**src/rtl/spc_pkg.sv**
```systemverilog
// ---------------------------------------------------------------------------
// spc_pkg
// Shared definitions for the streaming SPC leaf decoder.
//   LLR_W_DEF : default LLR width (two's complement)
//   state_e   : frame FSM states (S_ACC accumulating, S_OUT holding result)
//   sat_mag() : |LLR| with the most negative code saturated to 2^(w-1)-1
// ---------------------------------------------------------------------------
package spc_pkg;

  localparam int LLR_W_DEF = 6;

  typedef enum logic {
    S_ACC = 1'b0,
    S_OUT = 1'b1
  } state_e;

  // v is the sign-extended LLR, w its native width. The result always fits
  // in w-1 bits, so callers truncate it to their magnitude width.
  function automatic int sat_mag(input int v, input int w);
    int lim;
    lim = (1 << (w - 1)) - 1;
    if (v < 0) begin
      return (v < -lim) ? lim : -v;
    end
    return v;
  endfunction

endpackage

```
**src/rtl/spc_stream_dec_if.sv**
```systemverilog
// ---------------------------------------------------------------------------
// spc_stream_dec_if
// Input-beat and output-frame handshake bundle of spc_stream_dec.
//   in_valid/in_ready/in_llr    : LLR beats, earliest LLR in the MSBs
//   out_valid/out_ready/out_bits: decoded frame, bit k at out_bits[N-1-k]
//   par_err                     : per sub-code odd hard parity (SPC_PARERR_EN)
// Handshake: a transfer happens on a rising clk edge where valid and ready
// are both 1; the producer keeps its payload stable while valid is high and
// ready is low, and ready never depends combinationally on valid.
// Modports: slave = decoder side, master = producer/consumer side.
// ---------------------------------------------------------------------------
interface spc_stream_dec_if
  import spc_pkg::*;
#(
  parameter int LLR_W = LLR_W_DEF,
  parameter int N     = 8,
  parameter int P     = 2,
  parameter int LANES = 4
);
  logic                   in_valid;
  logic                   in_ready;
  logic [LANES*LLR_W-1:0] in_llr;
  logic                   out_valid;
  logic                   out_ready;
  logic [N-1:0]           out_bits;
`ifdef SPC_PARERR_EN
  logic [P-1:0]           par_err;
`endif

  modport slave (
    input  in_valid, in_llr, out_ready,
    output in_ready, out_valid, out_bits
`ifdef SPC_PARERR_EN
    , output par_err
`endif
  );

  modport master (
    output in_valid, in_llr, out_ready,
    input  in_ready, out_valid, out_bits
`ifdef SPC_PARERR_EN
    , input par_err
`endif
  );
endinterface

```
**src/rtl/spc_sub_track.sv**
```systemverilog
// ---------------------------------------------------------------------------
// spc_sub_track
// Running state of one interleaved SPC sub-code: hard-bit parity, minimum
// magnitude and the output-bit position of that minimum.
// Ports:
//   clk, rst        : clock, async active-high reset
//   clr_i           : synchronous clear of all accumulators
//   upd_i           : a beat is accepted; fold hard_i/mag_i/pos_i in
//   first_i         : this beat holds position 0 of the sub-code
//   hard_i/mag_i/pos_i : this sub-code's lanes of the beat, index order
//                       (element 0 = earliest LLR)
//   par_o, min_pos_o: state with the current beat folded in (combinational)
// ---------------------------------------------------------------------------
module spc_sub_track #(
  parameter int MAG_W = 5,
  parameter int IDX_W = 3,
  parameter int LPB   = 2
) (
  input  logic                        clk,
  input  logic                        rst,
  input  logic                        clr_i,
  input  logic                        upd_i,
  input  logic                        first_i,
  input  logic [LPB-1:0]              hard_i,
  input  logic [LPB-1:0][MAG_W-1:0]   mag_i,
  input  logic [LPB-1:0][IDX_W-1:0]   pos_i,
  output logic                        par_o,
  output logic [IDX_W-1:0]            min_pos_o
);
  logic             par_q, par_d;
  logic [MAG_W-1:0] min_q, min_d;
  logic [IDX_W-1:0] pos_q, pos_d;

  // Lanes are visited in index order and only a strictly smaller magnitude
  // wins, so ties keep the earliest LLR.
  always_comb begin
    par_d = par_q;
    min_d = min_q;
    pos_d = pos_q;
    for (int j = 0; j < LPB; j++) begin
      par_d = par_d ^ hard_i[j];
      if ((first_i && (j == 0)) || (mag_i[j] < min_d)) begin
        min_d = mag_i[j];
        pos_d = pos_i[j];
      end
    end
  end

  assign par_o     = par_d;
  assign min_pos_o = pos_d;

  always_ff @(posedge clk or posedge rst) begin
    if (rst) begin
      par_q <= 1'b0;
      min_q <= '0;
      pos_q <= '0;
    end else if (clr_i) begin
      par_q <= 1'b0;
      min_q <= '0;
      pos_q <= '0;
    end else if (upd_i) begin
      par_q <= par_d;
      min_q <= min_d;
      pos_q <= pos_d;
    end
  end
endmodule

```
**src/rtl/spc_stream_dec.sv**
```systemverilog
// ---------------------------------------------------------------------------
// spc_stream_dec
// Streaming single-parity-check leaf decoder (Wagner rule). A frame of N LLRs
// arrives over N/LANES beats; LLR k belongs to sub-code k mod P. Each
// sub-code with odd hard parity has its least-reliable bit flipped, and the
// N decided bits are presented in one output beat.
// Ports:
//   clk, rst : clock, asynchronous active-high reset
//   bus      : spc_stream_dec_if.slave (in_*, out_*, par_err)
//   state_o  : current FSM state, for observation
// Configuration macro: SPC_PARERR_EN adds the par_err register/port.
// Constraints: N % LANES == 0, LANES % P == 0, N/P >= 2.
// ---------------------------------------------------------------------------
module spc_stream_dec
  import spc_pkg::*;
#(
  parameter int LLR_W = LLR_W_DEF,
  parameter int N     = 8,
  parameter int P     = 2,
  parameter int LANES = 4
) (
  input  logic             clk,
  input  logic             rst,
  spc_stream_dec_if.slave  bus,
  output state_e           state_o
);
  localparam int NB     = N / LANES;
  localparam int LPB    = LANES / P;
  localparam int MAG_W  = LLR_W - 1;
  localparam int IDX_W  = (N > 1) ? $clog2(N) : 1;
  localparam int BEAT_W = (NB > 1) ? $clog2(NB) : 1;

  state_e            state_q, state_d;
  logic [BEAT_W-1:0] beat_q;
  logic [N-1:0]      hard_q, hard_d;
  logic [N-1:0]      out_bits_q, res_d;

  logic in_fire, out_fire, last_beat;

  logic [LANES-1:0] lane_hard;
  logic [MAG_W-1:0] lane_mag [LANES];
  logic [IDX_W-1:0] lane_pos [LANES];

  logic [P-1:0]     sub_par;
  logic [IDX_W-1:0] sub_pos [P];

  assign bus.in_ready  = (state_q == S_ACC);
  assign bus.out_valid = (state_q == S_OUT);
  assign bus.out_bits  = out_bits_q;
  assign state_o       = state_q;

  assign in_fire   = bus.in_valid & (state_q == S_ACC);
  assign out_fire  = bus.out_ready & (state_q == S_OUT);
  assign last_beat = (beat_q == BEAT_W'(NB - 1));

  // Lane decode. lane_pos is the out_bits position of LLR k (N-1-k), so
  // downstream logic never needs to reverse indices.
  always_comb begin
    logic [LLR_W-1:0] llr;
    llr = '0;
    for (int l = 0; l < LANES; l++) begin
      llr          = bus.in_llr[(LANES-1-l)*LLR_W +: LLR_W];
      lane_hard[l] = llr[LLR_W-1];
      lane_mag[l]  = MAG_W'(sat_mag(int'($signed(llr)), LLR_W));
      lane_pos[l]  = IDX_W'(N - 1 - (int'(beat_q) * LANES + l));
    end
  end

  for (genvar s = 0; s < P; s++) begin : g_sub
    logic [LPB-1:0]            h;
    logic [LPB-1:0][MAG_W-1:0] m;
    logic [LPB-1:0][IDX_W-1:0] x;

    // Sub-code s owns lanes s, s+P, s+2P, ... of every beat.
    always_comb begin
      for (int j = 0; j < LPB; j++) begin
        h[j] = lane_hard[s + j*P];
        m[j] = lane_mag[s + j*P];
        x[j] = lane_pos[s + j*P];
      end
    end

    spc_sub_track #(
      .MAG_W(MAG_W),
      .IDX_W(IDX_W),
      .LPB  (LPB)
    ) u_track (
      .clk      (clk),
      .rst      (rst),
      .clr_i    (out_fire),
      .upd_i    (in_fire),
      .first_i  (beat_q == '0),
      .hard_i   (h),
      .mag_i    (m),
      .pos_i    (x),
      .par_o    (sub_par[s]),
      .min_pos_o(sub_pos[s])
    );
  end

  // Hard bits with the current beat merged, then the Wagner flips.
  always_comb begin
    hard_d = hard_q;
    for (int l = 0; l < LANES; l++) begin
      hard_d[lane_pos[l]] = lane_hard[l];
    end
    res_d = hard_d;
    for (int s = 0; s < P; s++) begin
      if (sub_par[s]) begin
        res_d[sub_pos[s]] = ~res_d[sub_pos[s]];
      end
    end
  end

  always_comb begin
    state_d = state_q;
    case (state_q)
      S_ACC:   if (in_fire && last_beat) state_d = S_OUT;
      S_OUT:   if (bus.out_ready)        state_d = S_ACC;
      default: state_d = S_ACC;
    endcase
  end

  always_ff @(posedge clk or posedge rst) begin
    if (rst) begin
      state_q    <= S_ACC;
      beat_q     <= '0;
      hard_q     <= '0;
      out_bits_q <= '0;
    end else begin
      state_q <= state_d;
      if (in_fire) begin
        hard_q <= hard_d;
        beat_q <= last_beat ? '0 : beat_q + BEAT_W'(1);
        if (last_beat) out_bits_q <= res_d;
      end
      if (out_fire) hard_q <= '0;
    end
  end

`ifdef SPC_PARERR_EN
  logic [P-1:0] par_err_q;

  always_ff @(posedge clk or posedge rst) begin
    if (rst) begin
      par_err_q <= '0;
    end else if (in_fire && last_beat) begin
      par_err_q <= sub_par;
    end
  end

  assign bus.par_err = par_err_q;
`endif
endmodule

```
**src/flat_wrapper.sv**
```systemverilog
// flat-port wrapper written by rule: the top's interface ports become plain ports
module spc_stream_dec_flat import spc_pkg::*;
#(
  parameter int LLR_W = LLR_W_DEF,
  parameter int N     = 8,
  parameter int P     = 2,
  parameter int LANES = 4
)
  (clk, rst, state_o, bus_in_valid, bus_in_llr, bus_out_ready, bus_in_ready, bus_out_valid, bus_out_bits);
  spc_stream_dec_if #(.LLR_W(LLR_W), .N(N), .P(P), .LANES(LANES)) bus_i ();
  input  logic clk;
  input  logic rst;
  output state_e state_o;
  input wire logic [$bits(bus_i.in_valid)-1:0] bus_in_valid;
  input wire logic [$bits(bus_i.in_llr)-1:0] bus_in_llr;
  input wire logic [$bits(bus_i.out_ready)-1:0] bus_out_ready;
  output wire logic [$bits(bus_i.in_ready)-1:0] bus_in_ready;
  output wire logic [$bits(bus_i.out_valid)-1:0] bus_out_valid;
  output wire logic [$bits(bus_i.out_bits)-1:0] bus_out_bits;
  assign bus_i.in_valid = bus_in_valid;
  assign bus_i.in_llr = bus_in_llr;
  assign bus_i.out_ready = bus_out_ready;
  assign bus_in_ready = bus_i.in_ready;
  assign bus_out_valid = bus_i.out_valid;
  assign bus_out_bits = bus_i.out_bits;
  spc_stream_dec #(.LLR_W(LLR_W), .N(N), .P(P), .LANES(LANES)) u_core (.clk(clk), .rst(rst), .bus(bus_i), .state_o(state_o));
endmodule
```
**config.mk**
```make
export PLATFORM = sky130hd
export DESIGN_NAME = spc_stream_dec_flat
export DESIGN_NICKNAME = d
export VERILOG_FILES = /design/src/rtl/spc_pkg.sv /design/src/rtl/spc_stream_dec_if.sv /design/src/rtl/spc_sub_track.sv /design/src/rtl/spc_stream_dec.sv /design/src/flat_wrapper.sv
export SDC_FILE = /design/constraint.sdc
export NUM_CORES = 1
export LEC_CHECK = 0
export BUFFER_PORTS_ARGS = -buffer_cell sky130_fd_sc_hd__buf_2
export CAP_MARGIN = 20
export CORE_ASPECT_RATIO = 1.5
export CORE_MARGIN = 2
export CORE_UTILIZATION = 55
export DETAILED_ROUTE_END_ITERATION = 8
export PLACE_DENSITY = 0.8
export SYNTH_ARGS = -nofsm -noshare
export SYNTH_HDL_FRONTEND = slang
export SYNTH_SLANG_ARGS = --single-unit
```
**constraint.sdc**
```tcl
create_clock -name clk -period 4.9 [get_ports clk]
set_input_delay 0.98 -clock clk [delete_from_list [all_inputs] [get_ports clk]]
set_output_delay 0.98 -clock clk [all_outputs]
set_load 0.02 [all_outputs]
```
---- Yosys cells after proc, flatten, opt, wreduce, memory -nomap -nowiden ----
Index checks and enable logic that the tools add are counted.
storage, ports and cells
  output and inout bits ................... 11
  bits in registers ....................... 36
operators by class
  mux-type cells .......................... 66
  reductions and logical operators ........ 11
  magnitude comparators ................... 24
  add/subtract/negate cells ............... 12
  bitwise gates (word level) .............. 10
operators by type and width
  operator               count
  $mux W5                20
  $bwmux W8              6
  $mux W8                4
  $lt A3 B4 Y1 const B   6
  $lt A6 B1 Y1 const B   4
  $lt A6 B6 Y1 const B   4
  $mux W3                8
  $lt A5 B5 Y1           4
  $neg A5 Y5             4
  $mux W1                19
  $demux W1 S3           6
  $ge A3 B1 Y1 const B   6
  $sub A1 B3 Y3 const A  3
  $logic_and A1 B1 Y1    7
  $add A3 B2 Y3 const B  2
  $bmux W1 S3            2
  $not A1 Y1             4
  $xor A1 B1 Y1          4
  $add A3 B1 Y3 const B  1
  $sub A3 B3 Y3 const A  1
  $and A1 B1 Y1          2
  $logic_or A1 B1 Y1     2
  $pmux W1 S2            1
  $reduce_and A2 Y1      1
  2 further kinds        2

---- Logic depth before layout (Yosys ltp) ----
Gate-level depths: netlist of run 1.
  depth in word-level cells ............... 20
  mapped depth ............................ 21
  depth with buffers taken out ............ 19

---- Cells and area by module ----
Synthesis of run 1 repeated with hierarchy kept, for this count alone.
second synthesis, totals
  cell total of the unflattened synthesis .. 430
  area, all modules ....................... 3,638.5 um2
modules (own cells, without submodules)
  module                                   cells each  instances  area each (um2)
  spc_stream_dec                           232         1          1,789.2
  spc_sub_track (u_core.g_sub[0].u_track)  98          1          925.9
  spc_sub_track (u_core.g_sub[1].u_track)  100         1          923.4

---- Worst setup path before layout of run 1 ----
No wires, ideal clock.
  path kind ............................... input to register
  start point ............................. input port bus_in_llr[18]
  end point ............................... register u_core.out_bits_q[5], in the netlist u_core.bus.out_bits[5]
  data required time ...................... 4.770 ns
  data arrival time ....................... 4.635 ns
  path buffers ............................ 1
  stages .................................. 19
  setup time .............................. 0.130 ns
  setup slack ............................. 0.135 ns
  path through ............................ inv_1 ha_1 or3b_4 nand3_1 o21a_1 ha_1 a21oi_1 o221ai_4 nand2_4 mux2i_1 ha_1 a21o_1 a21o_1 a221oi_1 o21ai_1 buf_2 a211oi_1 xor2_1 o21ai_0
on the way
  cells in the longest elaborated chain, start to end .. 20
  elaborated cells between the ends (all ways) .. 28
ends and longest elaborated chain
  what                                        RTL line               RTL
  from (decl)                                 flat_wrapper.sv:15     input wire logic [$bits(bus_i.in_llr)-1:0] bus_in_llr;
  $neg A5 Y5 or $lt A6 B6 Y1 (tied branches)  spc_pkg.sv:23          return (v < -lim) ? lim : -v;
  $mux W5                                     spc_pkg.sv:23
  $mux W5                                     spc_pkg.sv:22          if (v < 0) begin
  $mux W5 *                                   spc_pkg.sv:25          return v;
  $lt A5 B5 Y1                                spc_sub_track.sv:42    if ((first_i && (j == 0)) || (mag_i[j] < min_d)) begin
  $logic_or A1 B1 Y1                          spc_sub_track.sv:42
  $mux W5                                     spc_sub_track.sv:42
  $lt A5 B5 Y1                                spc_sub_track.sv:42
  [... 4 more ...]                            -
  $demux W1 S3                                -
  $bwmux W8 *                                 spc_stream_dec.sv:110  res_d[sub_pos[s]] = ~res_d[sub_pos[s]];
  $mux W8 *                                   spc_stream_dec.sv:109  if (sub_par[s]) begin
  $bmux W1 S3                                 spc_stream_dec.sv:110
  $mux W1 (not written as such)               spc_stream_dec.sv:110
  $not A1 Y1                                  spc_stream_dec.sv:110
  $bwmux W8                                   spc_stream_dec.sv:110
  $mux W8 *                                   spc_stream_dec.sv:109
  to (signal assigned)                        spc_stream_dec.sv:135  if (last_beat) out_bits_q <= res_d;
  to (decl)                                   spc_stream_dec.sv:36   logic [N-1:0] out_bits_q, res_d;
Mark *: on every way between the ends. The rest lies on a longest branch, timed or not. The select of a mux whose other input is x is not followed.
A chain may end at the register's enable or synchronous reset.

---- Worst setup path after layout of run 1 ----
  start point ............................. input port bus_in_llr[18]
  end point ............................... register u_core.out_bits_q[0], in the netlist u_core.bus.out_bits[0]
The elaborated chain is that of the path after synthesis.

==> results.md, run 1 <==
- Status: finished, final reports clean
- Largest net degree at the start of global routing: 33
- Vias per inst: ~5.9
- Crit Path Class: in2reg
- EDFF count, synth: 0
- DRT iter0 DRCs: 142
- H-tree depth: 2
- Register area share after synthesis: around 28%
- Clock buffer depth: 2
- CP required: between 5 and 6 ns
- Most frequent cells in the layout: 42 x nand2_1, 38 x buf_2, 32 x dfrtp_1, 26 x buf_4, 25 x o21ai_0
- Drc violations: 0
- CP endpoint kind: flip-flop
- Startpoint types: input pin
- Distinct cells, synth: between 50 and 60
- GR peak layer: met2
- Most common cell after layout, fill and taps aside: nand2_1
- Die X: 62.6 µm
- Router iterations before antenna repair: 4
- Critical path's largest stage delay: 0.39 ns
- CP max-delay cell: or3b_4
- R2R Setup Slk: around 1.3 ns
- Worst Path Buf+Inv: 3
- Worst-Skew Late Latency: approximately 0.3 ns
- Delay-heaviest family, CP: compound AO/OA/AOI/OAI gates
- Leakage power: between 1.5 and 2 nW
- Met3 usage: about 3.6%
- M1 GR Usage: 28.2%
- Crit-path max FO: 13
- FF+latch count, synth: 32
- MaxCap Viol Count: 0
- Syn nets: 397
- Mapped Cells: 349
- FP Rows: 32
- Post-synthesis instance area: 2840 µm²
- CTS Buf Count: 5
- First-pass GRT wire length: 12200 µm
- Post-Syn Area per Cell: 8.12 µm²
- Ant diodes: 0
- Post-DRT Antenna Nets: 0
- Area growth syn-to-layout: 19.2%
- Hold Fails Final Rpt: 0
- Overall Power: 2.09 mW
- Total wire length: around 7300 µm
- Top post-synthesis cells by area: dfrtp_1 28%, ha_1 8.8%, nand2_1 5.6%, xnor2_1 5.6%, o21ai_0 4.4%
- Nets: 453
- DP Area: 3240 µm²
- Initial antenna violation count: 0
- GRT overflow: 0
- Worst Tran Pin Value: 0.623 ns
- Initial Util: 56.2%
- Core box area: 5040 µm²
- Relative slew slack: 58.5%
- DR WL/cell: roughly 15 µm
- TNS Setup: 0 ns
- Area fraction of the dominant cell type after synthesis: 28.2%
- Root Buffer: clkbuf_8
- Final setup viols: 0
- Crit path top cell by count: ha_1
- Fin area: 3380 µm²
- Share of layout cells above drive strength 1: 21.4%
- HPWL after DPL: between 5000 and 6000 µm
- Period utilization: 96.9%
- Number of global-route vias before repair: around 2800
- GR Util All Layers: 26.4%
- Full die area: 5760 µm²
- Final Max Tran Viols: 0
- Die Y: 91.9 µm
- Power per cell area: 619 nW/µm²
- Clock skew: approximately 0.0098 ns
- Crit-path cells: buf_2 > inv_1 > ha_1 > or3b_4 > nand3_1 > o21a_1 > ha_1 > a21oi_2 > o221ai_4 > nand2_4 > mux2i_2 > ha_1 > a21o_1 > a21o_1 > a221oi_2 > o21ai_2 > buf_12 > nor3b_1 > xor2_1 > and3_1 > o31ai_1
- Worst vdd ir: 0.311 mV
- Gpl congestion: just over 0.9
- Hold Path Class: reg2reg
- Clk sinks: 32
- # IOs: 39
- CTS Hold Buffers Added: 0
- Synth Warn #: 0
- Tmin final: 4.75 ns
- CTS tree: built
- F_max: 0.211 GHz
- PortBufs: 38
- WP data arrival: ~5 ns
- Asr flop ratio synth: 100%
- CTS clock-pin slew for the worst setup and hold paths: approximately 0.08 ns
- Top FF cell, synth: dfrtp_1
- Via count: 2801
- Yosys top cell by area: dfrtp_1
- GR Util met2: 50.1%
[power breakdown]
group	switching (mW)	total, mW	leakage, nW	internal [mW]
registers	0.110	0.491	0.405	0.381
logic	0.783	1.39	1.14	0.611
clock network	0.110	0.209	0.0479	0.0990
[registers in the layout, summed over array words and instances, names as in the netlist]
signal	count
u_core.g_sub.u_track.min_q	10
u_core.beat_q	1
u_core.hard_q	4
u_core.g_sub.u_track.par_q	2
u_core.g_sub.u_track.pos_q	6
u_core.bus.out_valid	1
u_core.bus.out_bits	8
[area by class of cell]
type                    count  area, µm²
multi-input cells         277       1910
well taps                  68       85.1
clock inverters             3       18.8
flip-flops and latches     32        801
inverters                  24       90.1
clock buffers               5       68.8
repair buffers             65        405
fillers                   443       1670
[path summary, 6_finish.rpt]
| check | from | endpoint | depth (start not counted) |
|---|---|---|---|
| hold / removal | u_core.bus.out_bits[5] | u_core.bus.out_bits[5] | 2 |
| max in group asynchronous | rst | u_core.g_sub[0].u_track.min_q[1] | 3 |
| setup reg to reg | u_core.beat_q | u_core.bus.out_bits[1] | 13 |
| setup / recovery | bus_in_llr[18] | u_core.bus.out_bits[0] | 21 |
| hold reg to reg | u_core.bus.out_bits[5] | u_core.bus.out_bits[5] | 2 |
| min in group asynchronous | rst | u_core.bus.out_bits[6] | 3 |
[layer usage]
layer,part of all wire [%],up-vias
met5,0,-
li1,-,1362
met3,5.1,17
met4,2.2,0
met1,39,1325
met2,54,97
[stage by stage]
step / hold WS, ns / setup WS (ns) / cells / util [%]
after floorplan: 0.466 / 0.135 / 349 / -
after global placement: 0.456 / 0.00185 / 464 / 64.3
after detailed placement: 0.465 / -0.211 / 464 / 64.3
after CTS: 0.483 / 0.0541 / 472 / 66.0
after global routing: 0.497 / -0.0228 / 474 / 67.0
final: 0.475 / 0.152 / 474 / 67.0
[what timing repair did]
action | 4_1_cts | 5_1_grt
endpoints found under the setup margin | 0 | 9
resized for setup | 0 | 8
buffers inserted | 0 | 2
[Yosys cell counts, types with 3 or more instances]
cell,number
nand2_1,42
dfrtp_1,32
o21ai_0,25
inv_1,24
a21oi_1,20
ha_1,20
nor2_1,19
xnor2_1,18
nand3_1,13
a21o_1,9
xor2_1,9
clkbuf_1,7
nand4_1,7
o211ai_1,7
o22ai_1,7
and2_1,6
nor2b_1,6
o31ai_1,6
a22o_1,5
mux2i_1,5
nor3_1,5
o21a_1,5
buf_1,4
buf_2,4
nand2b_1,4
nand4b_1,4
nor3b_1,4
a31oi_1,3
nand3b_1,3
[worst reg2reg max path, stage by stage (launching register included)]
cell     delay, ns
dfrtp_1       0.74
inv_1         0.37
nor2_1        0.22
and2_0        0.25
o21ai_0       0.18
ha_1          0.32
a21o_1        0.16
a21o_1        0.17
a21oi_1       0.15
and2_1        0.17
a21o_1        0.17
nor3_1        0.09
or4_1         0.49
nand3_1       0.10
[cells by family (layout without fill, tap and decap cells)]
| kind of cell | after synthesis | count (layout) | synth area share, % |
|---|---|---|---|
| XOR/XNOR | 27 | 27 | 8.34 |
| flip-flops | 32 | 32 | 28.2 |
| AO/OA/AOI/OAI | 102 | 102 | 24.9 |
| adder cells (fa/ha/maj) | 20 | 20 | 8.83 |
| multiplexers | 5 | 5 | 1.77 |
| AND/OR/NAND/NOR | 123 | 123 | 22.3 |
| buffers and inverters | 40 | 97 | 5.60 |
No activity file was read; power rests on OpenSTA's default activity.
==> inputs of run 2 (changes only) <==
Settings changed: CELL_PAD_IN_SITES_DETAIL_PLACEMENT from default to 1, CELL_PAD_IN_SITES_GLOBAL_PLACEMENT from default to 1, CORE_UTILIZATION 55 to 47, PLACE_DENSITY 0.8 to 0.89.
==> run 2 against run 1 <==
Net effect: cell area rose by 2.9%; worst hold slack hardly changed; largest cell class unchanged; setup slack got worse by 0.13 ns; sequential share of layout area is 0.66 points lower; combinational power grew 12%; clock skew fell by 0.0028 ns; sequential power up 3%; power increased by 12%; clock-buffer cell count rose by 1; global-route usage grew 3.1 points; first-iteration DRC count up 7.7%; sequential cell count did not move.
==> results.md, run 2 (same netlist as run 1, synthesis figures left out) <==
- Area growth syn-to-layout: 22.6%
- Full die area: 6680 µm²
- CTS tree: built
- Crit Path Class: in2reg
- Clock buffer depth: 2
- Share of layout cells above drive strength 1: between 20% and 30%
- Tmin final: 4.88 ns
- Worst hold slack: 0.476 ns
- Reg with most FFs: u_core.g_sub.u_track.min_q
- Vias per inst: 6.32
- Critical Path Stages: 23
- Nets: 454
- CP required: 5.13 ns
- PortBufs: 38
- Initial antenna violation count: 0
- Crit-path cells: buf_2 > inv_1 > ha_2 > or3b_4 > nand3_2 > o21a_1 > ha_4 > buf_4 > nand4_1 > o221ai_4 > nand2_4 > buf_6 > nor2_1 > a21oi_2 > ha_4 > and4_4 > o21ai_0 > o21ai_2 > buf_4 > o41ai_4 > mux2i_1 > or4_1 > nand3_1
- Worst-Skew Late Latency: 0.30 ns
- Clock skew: 0.00708 ns
- FP Rows: 34
- First-pass GRT wire length: about 15000 µm
- Most common cell after layout, fill and taps aside: nand2_1
- Delay-heaviest family, CP: simple AND/OR/NAND/NOR gates
- Hold Path Class: reg2reg
- Gpl congestion: 0.904
- Via count: 3027
- CTS Buf Count: 5
- Hold Path Depth: 2
- Core box area: about 6000 µm²
- Final setup viols: 0
- Drc violations: 0
- Post-DRT Antenna Nets: 0
- CP max-delay cell: or4_1
- Period utilization: about 100%
- DR WL/cell: 21.7 µm
- Ant diodes: 0
- Critical path's largest stage delay: 0.41 ns
- WP data arrival: 5.11 ns
- Worst Path Buf+Inv: 5
- F_max: 0.205 GHz
- Worst vdd ir: about 0.38 mV
- Worst Tran Pin Value: 0.935 ns
- Most frequent cells in the layout: 41 x nand2_1, 38 x buf_2, 32 x dfrtp_1, 27 x buf_4, 24 x o21ai_0
- Max reg flops: 10
- Die X: around 67 µm
- Leakage power: 1.61 nW
- # IOs: 39
- Hold Fails Final Rpt: 0
- DRT iter0 DRCs: 153
- Total wire length: 10400 µm
- HPWL after DPL: 6840 µm
- Die Y: 99.1 µm
- GRT overflow: 0
- Status: finished, final reports clean
- Initial Util: 48.6%
- Final Max Tran Viols: 0
- Fillers: 721
- TNS Setup: 0 ns
- Worst r2r path cells: 13
- CTS clock-pin slew for the worst setup and hold paths: 0.07 ns
- Number of global-route vias before repair: 3159
- Root Buffer: clkbuf_8
- Relative slew slack: roughly 38%
- Clk sinks: 32
- Startpoint types: input pin
- Crit-path max FO: 5
- Router iterations before antenna repair: 5
- Largest net degree at the start of global routing: 33
- H-tree depth: 2
- MaxCap Viol Count: 0
- Power per cell area: 672 nW/µm²
- GR Util All Layers: around 30%
- CP endpoint kind: flip-flop
-- run 2: layout make-up --
class | instances | area (µm²) | area share [%]
clock buffers | 6 | 72.6 | 2.09
clock inverters | 2 | 35.0 | 1.01
inverters | 24 | 90.1 | 2.59
multi-input cells | 277 | 1980 | 57.1
flip-flops and latches | 32 | 801 | 23.0
well taps | 72 | 90.1 | 2.59
repair buffers | 66 | 404 | 11.6
-- run 2: repair_timing --
item,4_1_cts,5_1_grt
pin swaps,0,8
hold buffers,0,0
setup buffers,2,3
resized for setup,3,18
endpoints found under the hold margin,0,0
setup endpoints to repair,7,14
cloned,0,0
-- run 2: worst paths after layout --
| path | endpoint | start | slack (ns) |
|---|---|---|---|
| min in group asynchronous | u_core.g_sub[0].u_track.min_q[1] | rst | 0.75 |
| max in group asynchronous | u_core.bus.out_bits[5] | rst | 3.82 |
| max | u_core.bus.out_bits[1] | bus_in_llr[18] | 0.02 |
| min | u_core.bus.out_bits[4] | u_core.bus.out_bits[4] | 0.48 |
| max reg2reg | u_core.bus.out_bits[6] | u_core.beat_q | 1.13 |
| min reg2reg | u_core.bus.out_bits[4] | u_core.bus.out_bits[4] | 0.48 |
-- run 2: through the flow --
stage	total power [mW]	cells	setup slack (ns)	cell area (µm²)	util, %
2_1_floorplan	1.40	349	0.135	2840	-
3_3_place_gp	1.75	466	-0.00768	3220	55.2
3_5_place_dp	1.83	466	-0.358	3220	55.2
4_1_cts	2.15	476	0.0173	3350	57.5
5_1_grt	2.48	479	-0.130	3480	59.6
6_report	2.33	479	0.0189	3480	59.6
-- run 2: worst reg2reg max path, delay by kind of cell, from the launching register on --
kind / cells / cell delay (ns)
xor gates and xnor gates: 1 / 0.21
DFF: 1 / 0.76
buffers and inverters: 1 / 0.42
and+or+nand+nor: 4 / 0.88
adders and majority gates: 1 / 0.31
AOI/OAI and AO/OA: 6 / 1.10
-- run 2: routing by layer --
| metal | vias up | wire length [µm] | part of all wire (%) | global-route usage [%] |
|---|---|---|---|---|
| met2 | 126 | 5730 | 55 | 55.8 |
| li1 | 1374 | - | - | - |
| met5 | - | 0 | 0 | 0 |
| met4 | 0 | 570 | 5.5 | 16.2 |
| met3 | 54 | 481 | 4.6 | 3.17 |
| met1 | 1473 | 3600 | 35 | 30.0 |
-- run 2: power by group --
part | internal (mW) | switching, mW
logic | 0.645 | 0.917
clock network | 0.151 | 0.114
registers | 0.381 | 0.126
total | 1.18 | 1.16
==> inputs of run 3 (changes only) <==
Settings changed: ABC_AREA from default to 1, CORE_UTILIZATION 47 to 45, SKIP_CTS_REPAIR_TIMING from default to 1, SKIP_LAST_GASP from default to 1.
==> run 3 against run 2 <==
Net effect: the flow now finishes with violations (setup timing); cell area increased by 33%; utilization increased by 4.8 points; sequential share of layout area decreased by 3.6 points; die area increased by 21%; first-iteration DRC count increased to 3.1 times the previous value; synthesized cell count increased by 47%; cell count increased by 50%; maximum frequency decreased by 7.9%.
==> results.md, run 3 <==
- Status: finished, violations left
- Failing checks: setup timing
- Crit-path max FO: 8
- EDFF count, synth: 0
- Register area: 901 µm²
- Asr flop ratio synth: 100%
- Portion of total power attributed to the clock network: 7.0%
- Flop pwr share: 14.5%
- CTS tree: built
- Hold Fails Final Rpt: 0
- Core box area: 7180 µm²
- Crit Path Class: in2reg
- FF+latch count, synth: 36
- F_max: 0.189 GHz
- Full die area: 8080 µm²
- Clock skew: 0.0181 ns
- Area growth syn-to-layout: 39.6%
- Initial antenna violation count: 0
- Tmin final: 5.30 ns
- GR Util All Layers: 29.2%
- Final Max Tran Viols: 0
- Share of layout cells above drive strength 1: 37.6%
- Largest net degree at the start of global routing: 37
- Initial Util: 46.1%
- FP Rows: 38
- Max reg flops: 10
- Period utilization: 108%
- Area fraction of the dominant cell type after synthesis: 27.2%
- DR WL/cell: 25.6 µm
- Fillers: roughly 930
- CTS Buf Count: 5
- First-pass GRT wire length: 18100 µm
- Clk sinks: 36
- Combinational Power Share: 78.5%
- Gpl congestion: 0.936
- Hold Path Class: reg2reg
- Drc violations: 0
- Post-DRT Antenna Nets: 0
- Synth Warn #: 0
- HPWL after DPL: 8650 µm
- CP max-delay cell: ha_2
- Final Non-Filler Cells: ~720
- Vias per inst: 6.29
- P_int: 1.55 mW
- Mapped Cells: 514
- Crit path top cell by count: nand2_1
- Startpoint types: input pin
- Worst-Skew Late Latency: 0.34 ns
- H-tree depth: 2
- Nets: 666
- Ant diodes: 0
- Most common cell after layout, fill and taps aside: nand2_1
- Post-Syn Area per Cell: 6.45 µm²
- DRT iter0 DRCs: 474
- R2r startpoint: u_core.g_sub[0].u_track.min_q[2]
- Reg with most FFs: u_core.g_sub.u_track.min_q
- Net Sw Power: ~2.1 mW
- Relative slew slack: 51.6%
- Most frequent cell after synthesis: nand2_1
- PortBufs: 38
- Number of global-route vias before repair: between 4000 and 5000
- Critical path's largest stage delay: 0.35 ns
- WP data arrival: approximately 5.5 ns
- Top post-synthesis cells by area: dfrtp_1 27%, nand2_1 16%, inv_1 8.2%, ha_1 7.6%, o21ai_0 7.3%
- Clock buffer depth: 2
- # IOs: 39
- CP required: 5.11 ns
- Leakage power: 2.43 nW
- Die Y: 109 µm
- Worst Tran Pin Value: slightly above 0.7 ns
- Total wire length: 18400 µm
- Register area share after synthesis: between 20 and 30%
- Via count: roughly 4500
- GRT overflow: 0
- Most frequent cells in the layout: 115 x nand2_1, 71 x buf_4, 66 x inv_1, 40 x o21ai_0
- Worst vdd ir: 0.473 mV
- Post-synth top cells: 140 x nand2_1, 72 x inv_1, 48 x o21ai_0
- Post-synthesis instance area: approximately 3300 µm²
- MaxCap Viol Count: 0
- CTS clock-pin slew for the worst setup and hold paths: around 0.08 ns
- Top FF cell, synth: dfrtp_1
- Multi-input logic area: between 2000 and 2500 µm²
- Worst Setup SP: bus_in_llr[18]
- Router iterations before antenna repair: 5
- Worst hold slack: just under 0.5 ns
- Syn nets: 562
- R2R Setup Slk: 0.57 ns
- Distinct cells, synth: 36
- Sw frac: 56.9%
- Worst setup margin: -0.401 ns
- Dpl cells: approximately 700
- Yosys top cell by area: dfrtp_1
- Power per cell area: 778 nW/µm²
- Critical Path End: u_core.bus.out_bits[0]
- Final setup viols: 8
- RR Endpoint: u_core.bus.out_bits[0]
- Die X: 74.1 µm
- Worst r2r path cells: 28
- CP endpoint kind: flip-flop
- Root Buffer: clkbuf_8
- Overall Power: roughly 3.6 mW
==> run 3: worst min path at each step <==
| stage | from | to | slack, ns | depth (start not counted) |
|---|---|---|---|---|
| floorplan | u_core.hard_q[3] | u_core.hard_q[3] | 0.47 | 2 |
| global placement | u_core.bus.out_bits[7] | u_core.bus.out_bits[7] | 0.46 | 2 |
| detailed placement | u_core.bus.out_bits[2] | u_core.bus.out_bits[2] | 0.47 | 2 |
| CTS | u_core.bus.out_bits[2] | u_core.bus.out_bits[2] | 0.49 | 2 |
| global route | u_core.bus.out_bits[4] | u_core.bus.out_bits[4] | 0.52 | 2 |
| finish | u_core.bus.out_bits[2] | u_core.bus.out_bits[2] | 0.49 | 2 |
==> run 3: metrics by stage <==
step	TNS [ns]	util [%]	setup WS [ns]	area, µm²
floorplan	0	-	0.0281	3310
global placement	-1.74	54.6	-0.226	3920
detailed placement	-4.90	54.6	-0.635	3920
CTS	-2.40	55.9	-0.326	4020
global route	-5.02	64.4	-0.657	4630
finish	-2.96	64.4	-0.401	4630
==> run 3: cells by family (layout without fill, tap and decap cells) <==
family	Yosys count	in the layout	share of synthesized area, %
DFF	36	36	27.2
xor gates and xnor gates	10	10	2.64
buffers and inverters	98	201	12.1
and+or+nand+nor	256	258	35.0
AOI/OAI and AO/OA	94	94	15.5
adders and majority gates	20	20	7.55
==> run 3: area by class of cell <==
cell class | count | share of cell area (%)
clock buffer | 7 | 1.87
multi-input combinational | 382 | 52.9
inverter | 83 | 6.79
clock inverter | 1 | 0.162
tap | 100 | 2.70
sequential | 36 | 19.5
timing repair buffer | 110 | 16.1
==> run 3: worst max-delay path, delay by kind of cell <==
kind / cells / cell delay [ns]
fa+ha+maj: 3 / 0.71
simple gates: 28 / 3.23
compound gates: 2 / 0.33
buf+inv: 3 / 0.28
==> run 3: metal layers <==
layer / wire length, µm / GRT usage, %
met3: 1470 / 4.07
met1: 5880 / 28.8
met4: 1890 / 15.1
met5: 0 / 0
met2: 9140 / 56.8
==> run 3: power by group through the flow <==
| stage | Combinational [mW] | Sequential, mW | Clock (mW) |
|---|---|---|---|
| after floorplan | 1.22 | 0.521 | 0 |
| after global placement | 1.81 | 0.491 | 0 |
| after detailed placement | 1.92 | 0.500 | 0 |
| after CTS | 1.94 | 0.494 | 0.246 |
| after global routing | 2.97 | 0.530 | 0.262 |
| final | 2.83 | 0.523 | 0.253 |
